## config.mk

```make
export PLATFORM = sky130hd
export DESIGN_NAME = video_stream_gen
export DESIGN_NICKNAME = d
export VERILOG_FILES = /design/src/rtl/video_stream_gen.sv
export SDC_FILE = /design/constraint.sdc
export NUM_CORES = 1
export LEC_CHECK = 0
export CORE_ASPECT_RATIO = 0.5
export CORE_MARGIN = 2
export CORE_UTILIZATION = 41
export DETAILED_ROUTE_END_ITERATION = 8
export PLACE_DENSITY_LB_ADDON = 0.15
export SETUP_SLACK_MARGIN = 0.1
export SLEW_MARGIN = 20
export SYNTH_ARGS = -nofsm -noshare
export SYNTH_HDL_FRONTEND = slang
export SYNTH_SLANG_ARGS = --single-unit
```

## constraint.sdc

```tcl
create_clock -name clock -period 7.1 [get_ports clock]
set_input_delay 2.13 -clock clock [delete_from_list [all_inputs] [get_ports clock]]
set_output_delay 2.13 -clock clock [all_outputs]
set_load 0.02 [all_outputs]
```

## src/rtl/video_stream_gen.sv

```systemverilog
// video_stream_gen: vs/de/data frame timing generator with selectable test patterns.
// Each line is VIDEO_PRE_WIDTH blanking clocks followed by VIDEO_WIDTH active pixels.
module video_stream_gen #(
    parameter int DSIZE            = 24,
    parameter int VIDEO_WIDTH      = 1920,
    parameter int VIDEO_PRE_WIDTH  = 280,
    parameter int VIDEO_HEIGHT     = 1080,
    parameter int VIDEO_PRE_HEIGHT = 45,
    parameter int VS_LINES         = 5
) (
    input  logic             clock,
    input  logic             rst,
    input  logic             enable,
    input  logic [1:0]       pattern_sel,
    output logic             outvs,
    output logic             outde,
    output logic [DSIZE-1:0] outdata,
    output logic             frame_start,
    output logic             busy
);
    localparam int H_TOT = VIDEO_PRE_WIDTH + VIDEO_WIDTH;
    localparam int V_TOT = VIDEO_PRE_HEIGHT + VIDEO_HEIGHT;
    localparam int HW    = $clog2(H_TOT);
    localparam int VW    = $clog2(V_TOT);
    localparam int BW    = VIDEO_WIDTH / 8;
    localparam int SW    = $clog2(BW);
    localparam int CW    = DSIZE / 3;

    typedef enum logic [1:0] {IDLE, RUN, STOP} state_t;

    state_t           state;
    logic [HW-1:0]    hcnt, x;
    logic [VW-1:0]    vcnt, y;
    logic [2:0]       bar, c;
    logic [SW-1:0]    seg;
    logic [DSIZE-1:0] frame_cnt, frame_val, bars, pix;
    logic [1:0]       frame_sel;
    logic             h_end, v_end, f_end, f_start, vs, de;

    assign h_end   = hcnt == HW'(H_TOT - 1);
    assign v_end   = vcnt == VW'(V_TOT - 1);
    assign f_end   = h_end && v_end;
    assign f_start = hcnt == '0 && vcnt == '0;
    assign vs      = vcnt < VW'(VS_LINES);
    assign de      = hcnt >= HW'(VIDEO_PRE_WIDTH) && vcnt >= VW'(VIDEO_PRE_HEIGHT);
    assign x       = hcnt - HW'(VIDEO_PRE_WIDTH);
    assign y       = vcnt - VW'(VIDEO_PRE_HEIGHT);
    assign c       = 3'd7 - bar;
    assign bars    = {{CW{c[2]}}, {CW{c[1]}}, {CW{c[0]}}};
    assign pix     = frame_sel == 2'd0 ? DSIZE'(x) + DSIZE'(y) :
                     frame_sel == 2'd1 ? bars :
                     frame_sel == 2'd2 ? {DSIZE{x[3] ^ y[3]}} : frame_val;

    always_ff @(posedge clock or posedge rst) begin
        if (rst) begin
            state       <= IDLE;
            hcnt        <= '0;
            vcnt        <= '0;
            bar         <= '0;
            seg         <= '0;
            frame_cnt   <= '0;
            frame_val   <= '0;
            frame_sel   <= '0;
            outvs       <= 1'b0;
            outde       <= 1'b0;
            outdata     <= '0;
            frame_start <= 1'b0;
            busy        <= 1'b0;
        end else begin
            busy <= state != IDLE;
            if (state == IDLE) begin
                state       <= enable ? RUN : IDLE;
                hcnt        <= '0;
                vcnt        <= '0;
                bar         <= '0;
                seg         <= '0;
                outvs       <= 1'b0;
                outde       <= 1'b0;
                outdata     <= '0;
                frame_start <= 1'b0;
            end else begin
                // RUN and STOP both let the frame finish; only the frame-end exit differs by enable
                state <= enable ? RUN : f_end ? IDLE : STOP;
                hcnt  <= h_end ? '0 : hcnt + 1'b1;
                if (h_end)
                    vcnt <= v_end ? '0 : vcnt + 1'b1;
                // bar/seg track the counter value they will sit beside next cycle
                if (hcnt == HW'(VIDEO_PRE_WIDTH - 1)) begin
                    bar <= '0;
                    seg <= '0;
                end else if (de) begin
                    seg <= seg == SW'(BW - 1) ? '0 : seg + 1'b1;
                    if (seg == SW'(BW - 1))
                        bar <= bar + 1'b1;
                end
                if (f_start) begin
                    frame_sel <= pattern_sel;
                    frame_val <= frame_cnt;
                end
                if (f_end)
                    frame_cnt <= frame_cnt + 1'b1;
                outvs       <= vs;
                outde       <= de;
                outdata     <= de ? pix : '0;
                frame_start <= f_start;
            end
        end
    end
endmodule
```

Word level (Yosys, flattened, before mapping)

Index checks and enable logic that the tools add are counted.

Add/sub/neg operators: 9
Magnitude comparators: 3
Eq/ne operators: 6
Multiplexer cells: 25
Bitwise operators: 2
Reductions and logical operators: 14

Operator list:

| cell                  | count |
|---|---|
| $mux 24               | 5 |
| $mux 11               | 3 |
| $mux 8                | 4 |
| $add 24x1->24 const B | 1 |
| $mux 12               | 2 |
| $add 12x11->13        | 1 |
| $add 12x1->12 const B | 1 |
| $eq 12x12->1 const B  | 1 |
| $eq 12x9->1 const B   | 1 |
| $ge 12x9->1 const B   | 1 |
| $logic_not 12->1      | 1 |
| $mux 3                | 4 |
| $sub 12x9->12 const B | 1 |
| $add 11x1->11 const B | 1 |
| $eq 11x11->1 const B  | 1 |
| $ge 11x6->1 const B   | 1 |
| $logic_not 11->1      | 1 |
| $lt 11x3->1 const B   | 1 |
| $sub 11x6->11 const B | 1 |
| $add 8x1->8 const B   | 1 |
| $eq 8x8->1 const B    | 1 |
| $mux 2                | 3 |
| $reduce_and 2->1      | 3 |
| $reduce_bool 3->1     | 2 |
| 10 further kinds      | 17 |

Bits in registers: 114
Input bits: 5
Output and inout port bits: 28
Logic and storage cells: 72

Logic depth before layout (Yosys ltp)

Gate-level depths: netlist (run 1).

Word-level depth: 7
Depth in mapped cells: 13
Gate-level depth less buffers: 13

Worst setup path after synthesis (run 1)

No wires, ideal clock.

Path type: register to register
Start point: register vcnt[0]
End point: register outdata[9]
Arrival time: 2.947 ns
Slack: 4.034 ns
Stages on the path, launching flop included: 12
Path buffers: 0
Period minus slack after synthesis: 3.066 ns
Cells stage by stage: dfrtp_1 -> inv_1 -> ha_1 -> nor2b_1 -> o21ai_0 -> xor2_1 -> ha_1 -> a211o_1 -> o21ai_0 -> a21boi_0 -> or4b_2 -> and3_1

Cells in the longest elaborated chain, start to end: 7
Elaborated cells on any way between the ends: 10
Those cells by class: add/sub: 2; order compare: 1; mux: 5; bitwise: 1; reduce/logical: 1

RTL lines:

| element                                                                | RTL line | RTL |
|---|---|---|
| start: declaration                                                     | 33       | `logic [VW-1:0] vcnt, y;` |
| start signal: assignment                                               | 86       | `vcnt <= v_end ? '0 : vcnt + 1'b1;` |
| parallel branches: the longest is 5 deep, another holds $add 12x11->13 | --       |  |
| $mux 24 *                                                              | 104      | `outdata <= de ? pix : '0;` |
| $mux 24 *                                                              | 71       | `if (state == IDLE) begin` |
| end signal: assignment                                                 | 104      |  |
| end: declaration                                                       | 17       | `output logic [DSIZE-1:0] outdata,` |

Every way passes the cells marked *.
A chain may end at the register's enable or synchronous reset.

Worst setup path after layout (run 1)

Start point: register outdata[23]
End point: output outdata[23]

No word-level cell between the ends.

==> impl_metrics.json, run 1 <==
{
  "fin_nets": 691,
  "area_delta_synth_final_pct": 17.42,
  "report.final.slew_viol_count": 0,
  "die_w_um": 175.6,
  "cts-resized-gates": 0,
  "grt_max_degree": 79,
  "ant_nets": 0,
  "ctsHoldBuffers": 0,
  "yosys_warnings": 0,
  "slowest_delay_ns": 0.62,
  "synth_edf_count": 0,
  "drt-vias-per-instance": 5.235,
  "synth-main-ff-cell": "dfrtp_1",
  "root_buffer": "clkbuf_16",
  "synth_top_area_share_pct": 47.27,
  "ioPinCount": 33,
  "rsz0062_at_grt": "false",
  "finalSetupViolations": 0,
  "final_cell_mix": "dfrtp_1 (114), nand2_1 (107), nor2_1 (56)",
  "grt_overflow_total": 0,
  "async_reset_ff_share_pct": 100.0,
  "finalPower_uw": 1864,
  "setup_ws_ns": 3.577,
  "status": "finished, final reports clean",
  "hold_path_class": "flip-flop to flip-flop",
  "grt_pass1_vias": 4633,
  "wire_per_inst_um": 15.79,
  "fin_worst_skew_ns": 0.01001,
  "crit_slowest_cell": "clkdlybuf4s50_1",
  "min_period_ns": 3.523,
  "arrival_ns": 1.39,
  "cts.reportedPaths.clkPinSlew_ns": 0.06,
  "drt_iter0_markers": 285,
  "p_sw_uw": 558.7,
  "finalSetupTns_ns": 0,
  "end_kind": "output port",
  "hold_depth": 2,
  "power_density_nw_per_um2": 263.1,
  "fin_util_pct": 49.11,
  "post-route-period-util_pct": 49.62,
  "drt_pass1_iterations": 6,
  "cts_tree": "done",
  "core_area_um2": 14430,
  "die-area_um2": 15760,
  "gp_congestion": 0.8395,
  "synth_area_per_cell_um2": 9.400,
  "yosysSeqAreaShare_pct": 47.27,
  "cp_cell_sequence": "clkdlybuf4s50_1",
  "slew_headroom_pct": 29.16,
  "layout_commonest_cell": "dfrtp_1",
  "critPathTopFamily": "buffers and inverters",
  "synth_area_leaders": "dfrtp_1 (47%), nand2_1 (6.7%), xnor2_1 (5.2%), ha_1 (4.4%), xor2_1 (3.8%)",
  "fmax_mhz": 283.8,
  "leakage_uw": 0.003263,
  "swShare_pct": 29.97,
  "antenna_found_initial": 0,
  "synth_top_area_cell": "dfrtp_1",
  "timing.hold.ws_ns": 0.4592,
  "cts_setup_buffers": 0,
  "synth_area_um2": 6035,
  "cp_num_buf_inv": 1,
  "start_kind": "flip-flop",
  "rows": 31,
  "clk_latency_ns": 0.41,
  "rr_startpoint": "vcnt[0]$_DFFE_PP0P_",
  "drive_above_1_share_pct": 7.386,
  "grt_pass1_wl_um": 23920,
  "rr_worst_depth": 11,
  "cts_htree_levels": 4,
  "vias": 4581,
  "grt_usage_pct": 19.07,
  "synthDistinctLibCells": 66,
  "cp_data_required_time_ns": 4.97,
  "cts_buffer_depth": 2,
  "drcViolationCount": 0,
  "initial_utilization_pct": 41.82,
  "cp_max_fo": 1,
  "r2r-end": "outdata[9]$_DFF_PP0_",
  "place_ws_ns": 3.192,
  "syn_inst": 642,
  "r2r_slack_ns": 3.71,
  "routed_wl_um": 13820,
  "port_buffers": 32,
  "worstSetupPathType": "flip-flop to output port",
  "diodes": 0,
  "cap_violations": 0,
  "p_seq_share_pct": 38.5,
  "min_from": "frame_val[21]$_DFFE_PP0P_",
  "numCtsBuffers": 17,
  "comb_power_share_pct": 14.3,
  "synth_nets": 669,
  "cts_sinks": 114,
  "internal-power_uw": 1305,
  "tightest_slew_ns": 1.056,
  "max-vdd-ir-drop_v": 0.0001190,
  "synth_seq_cells": 114,
  "holdPathEnd": "frame_val[21]$_DFFE_PP0P_",
  "die_h_um": 89.79,
  "hold_viol_final": 0,
  "clkPwrFrac_pct": 47.2,
  "hpwlAfterDp_um": 9306
}
-- kinds of logic after synthesis --
kind of cell             Yosys count  synth area share (%)
AO/OA/AOI/OAI                    111                 10.93
XOR/XNOR                          62                 8.999
multiplexers                       4                0.6842
flip-flops                       114                 47.27
buffers and inverters             49                 3.587
adder cells (fa/ha/maj)           22                 4.686
AND/OR/NAND/NOR                  280                 23.84
-- metrics by stage --
step / instance area (um^2) / instances
after global placement: 6475 / 843
final: 7086 / 875
after floorplan: 6035 / 642
after detailed placement: 6475 / 843
after CTS: 7083 / 875
after global routing: 7086 / 875
-- flip-flops by register name, indices dropped and copies added, names as in the netlist --
name and flops:
hcnt 12, busy 1, outde 1, seg 8
outdata 24, frame_cnt 24, state 2, frame_sel 2
frame_val 24, outvs 1, frame_start 1, vcnt 11
bar 3
-- power groups by stage --
stage,clock network [uW],registers (uW),logic (uW)
2_1_floorplan,0,690,228
4_1_cts,896,716,268
6_report,879,718,267
3_5_place_dp,0,728,264
5_1_grt,929,724,306
3_3_place_gp,0,728,264
-- how the worst max path moves through the flow --
stage,start,cells past startpoint,end
2_1_floorplan,rst,1,bar[0]$_DFFE_PP0P_
3_3_place_gp,rst,3,frame_val[7]$_DFFE_PP0P_
3_5_place_dp,rst,3,frame_val[5]$_DFFE_PP0P_
4_1_cts,outdata[23]$_DFF_PP0_,1,outdata[23]
5_1_grt,vcnt[0]$_DFFE_PP0P_,11,outdata[9]$_DFF_PP0_
6_report,outdata[23]$_DFF_PP0_,1,outdata[23]
-- synth_stat cells, types with 2 or more instances --
master      n
inv_1      17
o211ai_1    2
nand3_1    24
buf_6       2
a22oi_1     2
or3_1       4
mux2i_1     3
buf_1       2
and3_1     13
and2_1     17
nor3_1      9
xor2_1     26
ha_1       21
dfrtp_1   114
a31oi_1     4
a21o_1      2
a211oi_1    3
nor2_1     56
nand4_2     2
nand2_1   107
o21ai_0    42
nand4_1    10
and4_1      5
a21oi_1    36
nor4_4      2
nor2b_1     6
buf_2      11
nor3_2      3
nor4_1      3
o21a_1      2
clkbuf_1   16
o31ai_1     2
nand3b_1    3
nand2b_1    4
xnor2_1    36
-- layer usage --
layer	vias up	wire (um)	global-route usage [%]
li1	2248	-	-
met5	-	0	0
met2	62	6177	29.86
met1	2266	7135	26.90
met3	5	439	4.526
met4	0	63	4.339
-- layout make-up --
| cell class | count | area [um^2] |
|---|---|---|
| Sequential cell | 114 | 2853 |
| Timing Repair Buffer | 35 | 342.8 |
| Clock inverter | 15 | 182.7 |
| Tap cell | 198 | 247.7 |
| Fill cell | 1354 | 7343 |
| Multi-Input combinational cell | 479 | 2965 |
| Clock buffer | 17 | 425.4 |
| Inverter | 17 | 68.82 |
Note: power is estimated with default switching activity, not from simulation.
==> inputs of run 2 (changes only) <==
- clock period: 7.1 -> 3.2 ns (I/O delays scaled with it)
==> run 2 against run 1 <==
Against the previous run:
- die area is the same
- via count grew 1.9%
- sequential share of layout area shrank 1.1 points
- sequential power grew 120%
- register-to-register slack lost 3.5 ns
- combinational power grew to 2.5 times the previous value
- critical path type is now flip-flop to flip-flop
- routed wire length grew 1.3%
- final cell count grew 2.2%
- clock power grew 130%
- flip-flop and latch count is the same
==> impl_metrics.json, run 2 (synthesized netlist as in run 1, its figures left out) <==
{
  "rr_startpoint": "vcnt[0]$_DFFE_PP0P_",
  "area_delta_synth_final_pct": 20.73,
  "drt-vias-per-instance": 5.223,
  "cts.reportedPaths.clkPinSlew_ns": 0.06,
  "drt_pass1_iterations": 4,
  "crit_path_end": "outdata[9]$_DFF_PP0_",
  "finalPower_uw": 4273,
  "rsz0062_at_grt": "false",
  "diodes": 0,
  "finalSetupTns_ns": 0,
  "slew_headroom_pct": 36.88,
  "hold_viol_final": 0,
  "end_kind": "flip-flop",
  "layout_commonest_cell": "dfrtp_1",
  "antenna_found_initial": 0,
  "port_buffers": 32,
  "largest_registers": "frame_cnt x24, frame_val x24, outdata x24",
  "post-route-period-util_pct": 92.18,
  "cp_data_required_time_ns": 3.50,
  "rows": 31,
  "power_density_nw_per_um2": 586.5,
  "fmax_mhz": 339.0,
  "fin_nets": 710,
  "die-area_um2": 15760,
  "clk_latency_ns": 0.41,
  "r2r-end": "outdata[9]$_DFF_PP0_",
  "routed_wl_um": 14000,
  "wire_per_inst_um": 15.66,
  "cp_max_fo": 4,
  "finalSetupViolations": 0,
  "drcViolationCount": 0,
  "max-vdd-ir-drop_v": 0.0003674,
  "ant_nets": 0,
  "status": "finished, final reports clean",
  "cts_tree": "done",
  "ioPinCount": 33,
  "hpwlAfterDp_um": 9516,
  "core_area_um2": 14430,
  "rr_worst_depth": 11,
  "grt_pass1_vias": 4635,
  "worstSetupPathType": "flip-flop to flip-flop",
  "die_h_um": 89.79,
  "cts_htree_levels": 4,
  "leakage_uw": 0.003374,
  "cts_setup_buffers": 0,
  "cap_violations": 0,
  "root_buffer": "clkbuf_16",
  "grt_pass1_wl_um": 23650,
  "cts_sinks": 114,
  "r2r_slack_ns": 0.25,
  "gp_congestion": 0.8013,
  "fillCellCount": 1363,
  "cts_buffer_depth": 2,
  "hold_path_class": "flip-flop to flip-flop",
  "arrival_ns": 3.25,
  "grt_usage_pct": 18.89,
  "vias": 4669,
  "initial_utilization_pct": 41.82,
  "final_cell_mix": "dfrtp_1 (114), nand2_1 (107), nor2_1 (56)",
  "grt_overflow_total": 0,
  "report.final.slew_viol_count": 0,
  "die_w_um": 175.6,
  "min_period_ns": 2.950,
  "start_kind": "flip-flop",
  "drive_above_1_share_pct": 10.49,
  "numCtsBuffers": 17,
  "drt_iter0_markers": 330,
  "startpoint": "vcnt[0]$_DFFE_PP0P_",
  "timing.hold.ws_ns": 0.4573,
  "grt_max_degree": 115,
  "tightest_slew_ns": 0.9468,
  "fin_worst_skew_ns": 0.007523
}
-- run 2: changes by cell type in the layout (fill, tap and decap cells not counted), sizes merged --
cell / delta
clkinv: -1
inv: -1
bufinv: +1
buf: +19
clkbuf: +1
-- run 2: repair_timing --
| item | in CTS | in global routing |
|---|---|---|
| hold buffers | 0 | 0 |
| endpoints found under the setup margin | 1 | 2 |
| resized for setup | 1 | 7 |
| pin swaps | 0 | 1 |
-- run 2: metal layers --
layer	global-route usage, %	up-vias	share of wire, %
met3	3.765	21	4.4
met2	27.76	109	43
met1	27.64	2261	51
met5	0	-	0
li1	-	2278	-
met4	6.818	0	1.6
-- run 2: worst min-delay path by stage --
stage                                    from                        end  cells after the start
detailed placement  frame_val[13]$_DFFE_PP0P_  frame_val[13]$_DFFE_PP0P_                      2
global placement     frame_val[2]$_DFFE_PP0P_   frame_val[2]$_DFFE_PP0P_                      2
global route         frame_val[7]$_DFFE_PP0P_   frame_val[7]$_DFFE_PP0P_                      2
floorplan           frame_val[13]$_DFFE_PP0P_  frame_val[13]$_DFFE_PP0P_                      2
CTS                 frame_val[13]$_DFFE_PP0P_  frame_val[13]$_DFFE_PP0P_                      2
finish              frame_val[13]$_DFFE_PP0P_  frame_val[13]$_DFFE_PP0P_                      2
-- run 2: power breakdown --
part	switching [uW]	total, uW	internal, uW
clock network	733	2050	1320
registers	77.9	1550	1470
logic	459	674	215
-- run 2: cell type report --
type,count,area [um^2],share of cell area (%)
Sequential cell,114,2853,39.16
Timing Repair Buffer,54,498.0,6.835
Clock inverter,14,203.9,2.799
Clock buffer,18,429.2,5.890
Multi-Input combinational cell,479,2987,40.99
Tap cell,198,247.7,3.400
Inverter,17,67.56,0.9274
-- run 2: through the flow --
stage / setup WS, ns / cells / util [%] / area (um^2)
6_report: 0.2501 / 894 / 50.49 / 7286
3_5_place_dp: 0.1189 / 862 / 45.96 / 6631
4_1_cts: 0.1999 / 894 / 50.35 / 7264
5_1_grt: 0.08264 / 894 / 50.49 / 7286
3_3_place_gp: 0.2114 / 862 / 45.96 / 6631
2_1_floorplan: 0.1339 / 642 / - / 6038
-- run 2: worst max-delay path: stages (launching register included) --
cell and delay (ns):
dfrtp_1 0.34, inv_1 0.07, ha_1 0.22, nor2b_1 0.18
o21ai_2 0.10, xor2_1 0.16, ha_1 0.36, a211o_1 0.30
o21ai_2 0.18, a21boi_0 0.13, or4b_2 0.60, and3_1 0.18
